[config.mk]
export PLATFORM = sky130hd
export DESIGN_NAME = life_sequencer_flat
export DESIGN_NICKNAME = d
export VERILOG_FILES = /design/src/rtl/life_sequencer_if.sv /design/src/rtl/life_sequencer.sv /design/src/flat_wrapper.sv
export SDC_FILE = /design/constraint.sdc
export NUM_CORES = 1
export LEC_CHECK = 0
export ABC_AREA = 1
export CORE_MARGIN = 2
export CORE_UTILIZATION = 55
export DETAILED_ROUTE_END_ITERATION = 7
export GPL_TIMING_DRIVEN = 1
export PLACE_DENSITY = 0.79
export SETUP_SLACK_MARGIN = 0.4
export SLEW_MARGIN = 25
export SYNTH_ARGS = -nofsm -noshare
export SYNTH_HDL_FRONTEND = slang
export SYNTH_SLANG_ARGS = --single-unit
[constraint.sdc]
create_clock -name clock -period 5.9 [get_ports clock]
set_clock_uncertainty 0.05 [all_clocks]
set_input_delay 1.77 -clock clock [delete_from_list [all_inputs] [get_ports clock]]
set_output_delay 1.77 -clock clock [all_outputs]
set_load 0.1 [all_outputs]
[src/rtl/life_sequencer_if.sv]
// Board-download bus between the HPS host and the Life sequencer.
interface life_sequencer_if;
  logic       dl_active;
  logic       dl_wr;
  logic [7:0] dl_data;
  logic       dl_wait;

  modport master (output dl_active, output dl_wr, output dl_data, input dl_wait);
  modport slave  (input dl_active, input dl_wr, input dl_data, output dl_wait);
endinterface

[src/rtl/life_sequencer.sv]
// Frame-level sequencer for the Game of Life datapath: decodes run-length
// downloads into shift pulses, aligns to frame start and picks evolve/copy
// once per frame.
module life_sequencer #(
  parameter int CELLS = 2073600,
  parameter int DIV_W = 8
) (
  input  logic              clock,
  input  logic              reset,
  life_sequencer_if.slave   dl,
  input  logic              frame_start,
  input  logic              run,
  input  logic              step,
  input  logic [DIV_W-1:0]  frame_div,
  output logic              shift_en,
  output logic              load_sel,
  output logic              load_bit,
  output logic              evolve,
  output logic [31:0]       gen_count,
  output logic              load_overflow
);

  localparam int CNT_W = $clog2(CELLS + 1);
  localparam logic [CNT_W-1:0] CELLS_C = CNT_W'(CELLS);

  typedef enum logic [1:0] {SYNC, LOAD, SCAN} state_t;

  state_t           state_q, state_d;
  logic [7:0]       remain_q, remain_d;
  logic [CNT_W-1:0] cell_cnt_q, cell_cnt_d;
  logic             ovf_q, ovf_d;
  logic             step_pend_q, step_pend_d;
  logic [DIV_W-1:0] div_q, div_d;
  logic             evolve_q, evolve_d;
  logic [31:0]      gen_q, gen_d;
  logic             load_bit_q, load_bit_d;
  logic             dl_active_q;
  logic             dl_rise;
  logic             frame_upd;
  logic             load_room;

  assign dl_rise   = dl.dl_active & ~dl_active_q;
  assign load_room = (cell_cnt_q < CELLS_C);

  // Datapath controls depend only on registered state so they are glitch-free
  // across the frame and a dl_active rise only takes effect on the next cycle.
  assign shift_en = (state_q == SCAN) ||
                    ((state_q == LOAD) && (remain_q != 8'd0) && load_room);
  assign load_sel = (state_q == LOAD);
  assign dl.dl_wait = dl.dl_active & (remain_q != 8'd0);

  assign load_bit      = load_bit_q;
  assign evolve        = evolve_q;
  assign gen_count     = gen_q;
  assign load_overflow = ovf_q;

  // State register and all sequencer counters.
  always_ff @(posedge clock or posedge reset) begin
    if (reset) begin
      state_q     <= SYNC;
      remain_q    <= '0;
      cell_cnt_q  <= '0;
      ovf_q       <= 1'b0;
      step_pend_q <= 1'b0;
      div_q       <= '0;
      evolve_q    <= 1'b0;
      gen_q       <= '0;
      load_bit_q  <= 1'b0;
      dl_active_q <= 1'b0;
    end else begin
      state_q     <= state_d;
      remain_q    <= remain_d;
      cell_cnt_q  <= cell_cnt_d;
      ovf_q       <= ovf_d;
      step_pend_q <= step_pend_d;
      div_q       <= div_d;
      evolve_q    <= evolve_d;
      gen_q       <= gen_d;
      load_bit_q  <= load_bit_d;
      dl_active_q <= dl.dl_active;
    end
  end

  // Next state: download decode, frame alignment and the per-frame evolve decision.
  always_comb begin
    state_d     = state_q;
    remain_d    = remain_q;
    cell_cnt_d  = cell_cnt_q;
    ovf_d       = ovf_q;
    step_pend_d = step_pend_q;
    div_d       = div_q;
    evolve_d    = evolve_q;
    gen_d       = gen_q;
    load_bit_d  = load_bit_q;
    frame_upd   = 1'b0;

    if (step && !run) step_pend_d = 1'b1;

    if (dl_rise) begin
      // A new download abandons whatever was going on, even a load in flight.
      state_d     = LOAD;
      remain_d    = '0;
      cell_cnt_d  = '0;
      ovf_d       = 1'b0;
      step_pend_d = 1'b0;
      div_d       = '0;
    end else begin
      case (state_q)
        LOAD: begin
          if (remain_q != 8'd0) begin
            remain_d = remain_q - 8'd1;
            if (load_room) cell_cnt_d = cell_cnt_q + 1'b1;
            else           ovf_d      = 1'b1;
          end else if (!dl.dl_active) begin
            state_d  = SYNC;
            gen_d    = '0;
            evolve_d = 1'b0;
          end else if (dl.dl_wr) begin
            load_bit_d = dl.dl_data[7];
            remain_d   = {1'b0, dl.dl_data[6:0]} + 8'd1;
          end
        end
        SYNC: begin
          if (frame_start) begin
            state_d   = SCAN;
            frame_upd = 1'b1;
          end
        end
        SCAN: begin
          if (frame_start) frame_upd = 1'b1;
        end
        default: state_d = SYNC;
      endcase
    end

    // ">=" lets a shrunk frame_div pull an overshot divider back to zero
    // without producing an evolve frame.
    if (frame_upd) begin
      if (run) begin
        evolve_d = (div_q == frame_div);
        div_d    = (div_q >= frame_div) ? '0 : div_q + 1'b1;
      end else begin
        evolve_d    = step_pend_q | step;
        step_pend_d = 1'b0;
        div_d       = '0;
      end
      if (evolve_d) gen_d = gen_q + 32'd1;
    end
  end

endmodule

[src/flat_wrapper.sv]
// flat-port wrapper written by rule: the top's interface ports become plain ports
module life_sequencer_flat 
#(
  parameter int CELLS = 2073600,
  parameter int DIV_W = 8
)
  (clock, reset, frame_start, run, step, frame_div, shift_en, load_sel, load_bit, evolve, gen_count, load_overflow, dl_dl_active, dl_dl_wr, dl_dl_data, dl_dl_wait);
  life_sequencer_if dl_i ();
  input  logic clock;
  input  logic reset;
  input  logic frame_start;
  input  logic run;
  input  logic step;
  input  logic [DIV_W-1:0] frame_div;
  output logic shift_en;
  output logic load_sel;
  output logic load_bit;
  output logic evolve;
  output logic [31:0] gen_count;
  output logic load_overflow;
  input wire logic [$bits(dl_i.dl_active)-1:0] dl_dl_active;
  input wire logic [$bits(dl_i.dl_wr)-1:0] dl_dl_wr;
  input wire logic [$bits(dl_i.dl_data)-1:0] dl_dl_data;
  output wire logic [$bits(dl_i.dl_wait)-1:0] dl_dl_wait;
  assign dl_i.dl_active = dl_dl_active;
  assign dl_i.dl_wr = dl_dl_wr;
  assign dl_i.dl_data = dl_dl_data;
  assign dl_dl_wait = dl_i.dl_wait;
  life_sequencer #(.CELLS(CELLS), .DIV_W(DIV_W)) u_core (.clock(clock), .reset(reset), .dl(dl_i), .frame_start(frame_start), .run(run), .step(step), .frame_div(frame_div), .shift_en(shift_en), .load_sel(load_sel), .load_bit(load_bit), .evolve(evolve), .gen_count(gen_count), .load_overflow(load_overflow));
endmodule
==> results.json <==
{
  "outcome": "complete, no violations",
  "grt_usage_pct": 25.67,
  "ys_seq_area_share_pct": 37.83,
  "hold_start": "u_core.load_bit",
  "yosys_most_used_dff": "dfrtp_1",
  "ys_top_cells_by_area": "dfrtp_1 (38%), nand2_1 (13%), nor2_1 (7.1%), nand3_1 (6.4%), inv_1 (6.1%)",
  "r2r_slack_ns": 3.53,
  "cts-root-buf": "clkbuf_8",
  "setup_viol": 0,
  "io_buffers": 60,
  "r2r-end": "u_core.gen_count[21]",
  "syn_nets": 733,
  "grt_use_met1_pct": 31.20,
  "final_util_pct": 67.04,
  "layout-drive-gt1-share_pct": 7.864,
  "numClockSinks": 76,
  "wire_per_inst_um": 13.91,
  "p_leak_nw": 2.654,
  "core_area_um2": 8806,
  "period_share_pct": 81.16,
  "cts_made_buffers": 9,
  "viasPerCell": 5.488,
  "clock_latency_ns": 0.37,
  "synth.top_cell.area_share_pct": 37.83,
  "hpwl_um": 8865,
  "cp_num_cells": 8,
  "startpoint": "u_core.remain_q[0]",
  "gr-usage-met2_pct": 45.84,
  "syn2layout_area_growth_pct": 17.42,
  "htreeDepth": 3,
  "clkTransAtPathRegs_ns": 0.08,
  "nets": 794,
  "worstMarginPinSlew_ns": 0.9815,
  "firstDrtPassIters": 5,
  "vdd_ir_drop_max_v": 0.0003900,
  "slowest_stage": "clkdlybuf4s50_1",
  "drc": 0,
  "cpPeakStageDelay_ns": 1.00,
  "setup_ws_ns": 1.112,
  "synth-seq-cells": 76,
  "routed_wl_um": 12110,
  "multi_input_area_um2": 2709,
  "ant_nets": 0,
  "chipWidth_um": 99.61,
  "grt_max_degree": 40,
  "reg2reg_depth": 10,
  "synth_area_um2": 5027,
  "seqCellArea_um2": 1902,
  "crit_required_ns": 4.08,
  "synthCells": 697,
  "dpl_worst_slack_ns": 1.230,
  "yosys_warnings": 0,
  "num_io_pins": 61,
  "synth_largest_area_cell": "dfrtp_1",
  "crit_chain": "inv_1 > ha_1 > nand2_2 > nor2_8 > nor2_8 > nand2_4 > o21ai_0 > clkdlybuf4s50_1",
  "dieArea_um2": 9921,
  "final.min_clock_period_ns": 4.788,
  "synth_edf_count": 0,
  "grt_pass1_wl_um": 20730,
  "r2r-start": "u_core.div_q[5]",
  "postCtsSetupBuffers": 0,
  "drv_cap": 0,
  "async_flop_share_pct": 100.0,
  "fillers": 731,
  "cts-resized-gates": 0,
  "min_path_cells": 1,
  "grt_pass1_vias": 4657,
  "antenna_found_initial": 0,
  "slew_headroom_pct": 34.36,
  "grt_most_used_layer": "met2",
  "hold_viol": 0,
  "critPathLaunchType": "flip-flop",
  "first_iter_violations": 199,
  "initial_core_util_pct": 57.09,
  "path_delay_family": "buffers and inverters",
  "fmax_ghz": 0.2088,
  "insertedDiodeCount": 0,
  "whs_endpoint": "u_core.load_bit",
  "crit_fanout": 17,
  "cp-end-kind": "primary output",
  "cts_tree": "done",
  "final.setup.tns_ns": 0,
  "cpMostUsedCell": "nor2_8",
  "gp_congestion": 0.8827,
  "num_rows": 34,
  "grt_use_met3_pct": 4.498,
  "avgSynthCellArea_um2": 7.213,
  "ys_types": 43,
  "critPathKind": "flip-flop to primary output",
  "clock_path_buffers": 2,
  "rsz0062_at_grt": "false",
  "grt_overflow": 0,
  "die_h_um": 99.61,
  "report.final.slew_viol_count": 0,
  "power_density_nw_per_um2": 367.5,
  "hold_class": "flip-flop to flip-flop",
  "postCtsHoldBufs": 0,
  "arrival_ns": 2.97,
  "via_count": 4780,
  "critPathBufInv": 2
}
where the power goes:
part           leakage [nW]  internal, mW  switching, mW  total [mW]
Sequential             1.03         0.600         0.0954       0.696
Clock                 0.107         0.250          0.201       0.451
Combinational          1.52         0.257          0.766        1.02
metal layers:
metal / up-vias / routed length [um]
met5: - / 0
met2: 142 / 6136
met4: 0 / 212
li1: 2384 / -
met1: 2231 / 5204
met3: 23 / 559
area by class of cell:
class                      instances  share of cell area, %
multi-input combinational        523                  45.89
sequential                        76                  32.22
clock buffer                      12                  2.459
tap                              108                  2.289
timing repair buffer              61                  10.26
clock inverter                     4                  1.229
inverter                          87                  5.659
synthesized netlist by cell type (2+ instances only):
master	n
a21o_1	6
nand4_1	13
o21ai_1	9
nand2_2	5
o21bai_1	2
inv_4	3
nor2_8	4
buf_2	3
nor3_1	17
a21oi_1	24
ha_1	13
nor3b_2	4
nor3_2	4
xnor2_1	6
o21ai_0	36
nand3b_1	4
nand2_1	173
xor2_1	9
o211ai_1	3
nand3_2	4
nor3b_1	3
nand2_4	2
dfrtp_1	76
buf_6	4
nand3_1	64
inv_1	82
buf_4	2
nor2_2	11
clkbuf_1	2
nor2_1	95
inv_2	2
placed cells by master, fill, tap and decap left out, drive strengths merged, types with 2 or more instances in the layout:
cell           Yosys  layout
nor3              21      21
o211ai             3       3
o21bai             2       2
nor2             111     111
clkbuf             2      12
xnor2              6       6
dfrtp             76      76
bufinv             0       2
nand3b             4       4
nand4             13      13
buf                9       2
a21o               6       6
clkdlybuf4s50      0      59
nor3b              7       7
a21oi             24      24
nand2            180     180
nand3             69      69
inv               87      87
o21ai             46      46
ha                13      13
xor2               9       9
cell families (layout without fill, tap and decap cells):
kind of cell    count (synthesis)  after routing  synth area share [%]
simple gates                  406            406                 38.05
buf+inv                        98            164                 8.288
compound gates                 88             88                 9.756
flops                          76             76                 37.83
xor+xnor                       15             15                 2.613
fa+ha+maj                      13             13                 3.236
mux                             1              1                0.2240
worst reg2reg max path: stages, from the launching register on:
cell and delay (ns):
dfrtp_1 0.43, ha_1 0.33, nand2_1 0.08, nor2_2 0.09
nand2_1 0.07, nand2_1 0.18, nand3_4 0.31, inv_4 0.35
nand3b_1 0.16, o21ai_0 0.18, inv_1 0.05
through the flow:
| step | cell area, um2 | power (mW) | hold slack [ns] | cells |
|---|---|---|---|---|
| 2_1_floorplan | 5027 | 1.496 | 0.4251 | 697 |
| 3_3_place_gp | 5685 | 1.688 | 0.4267 | 855 |
| 3_5_place_dp | 5685 | 1.723 | 0.4640 | 855 |
| 4_1_cts | 5903 | 2.172 | 0.4819 | 871 |
| 5_1_grt | 5903 | 2.285 | 0.5129 | 871 |
| 6_report | 5903 | 2.169 | 0.4805 | 871 |
registers in the layout, indices dropped and copies added (netlist names):
name / count
u_core.load_bit: 1
u_core.step_pend_q: 1
u_core.remain_q: 8
u_core.evolve: 1
u_core.gen_count: 32
u_core.state_q: 2
u_core.load_overflow: 1
u_core.div_q: 8
u_core.cell_cnt_q: 21
u_core.dl_active_q: 1
worst max-delay path by stage:
| stage | end | slack [ns] |
|---|---|---|
| global placement | dl_dl_wait | 1.26 |
| global route | shift_en | 0.98 |
| CTS | shift_en | 1.10 |
| floorplan | dl_dl_wait | 1.02 |
| finish | shift_en | 1.11 |
| detailed placement | dl_dl_wait | 1.23 |
(Power assumes the default switching activity.)
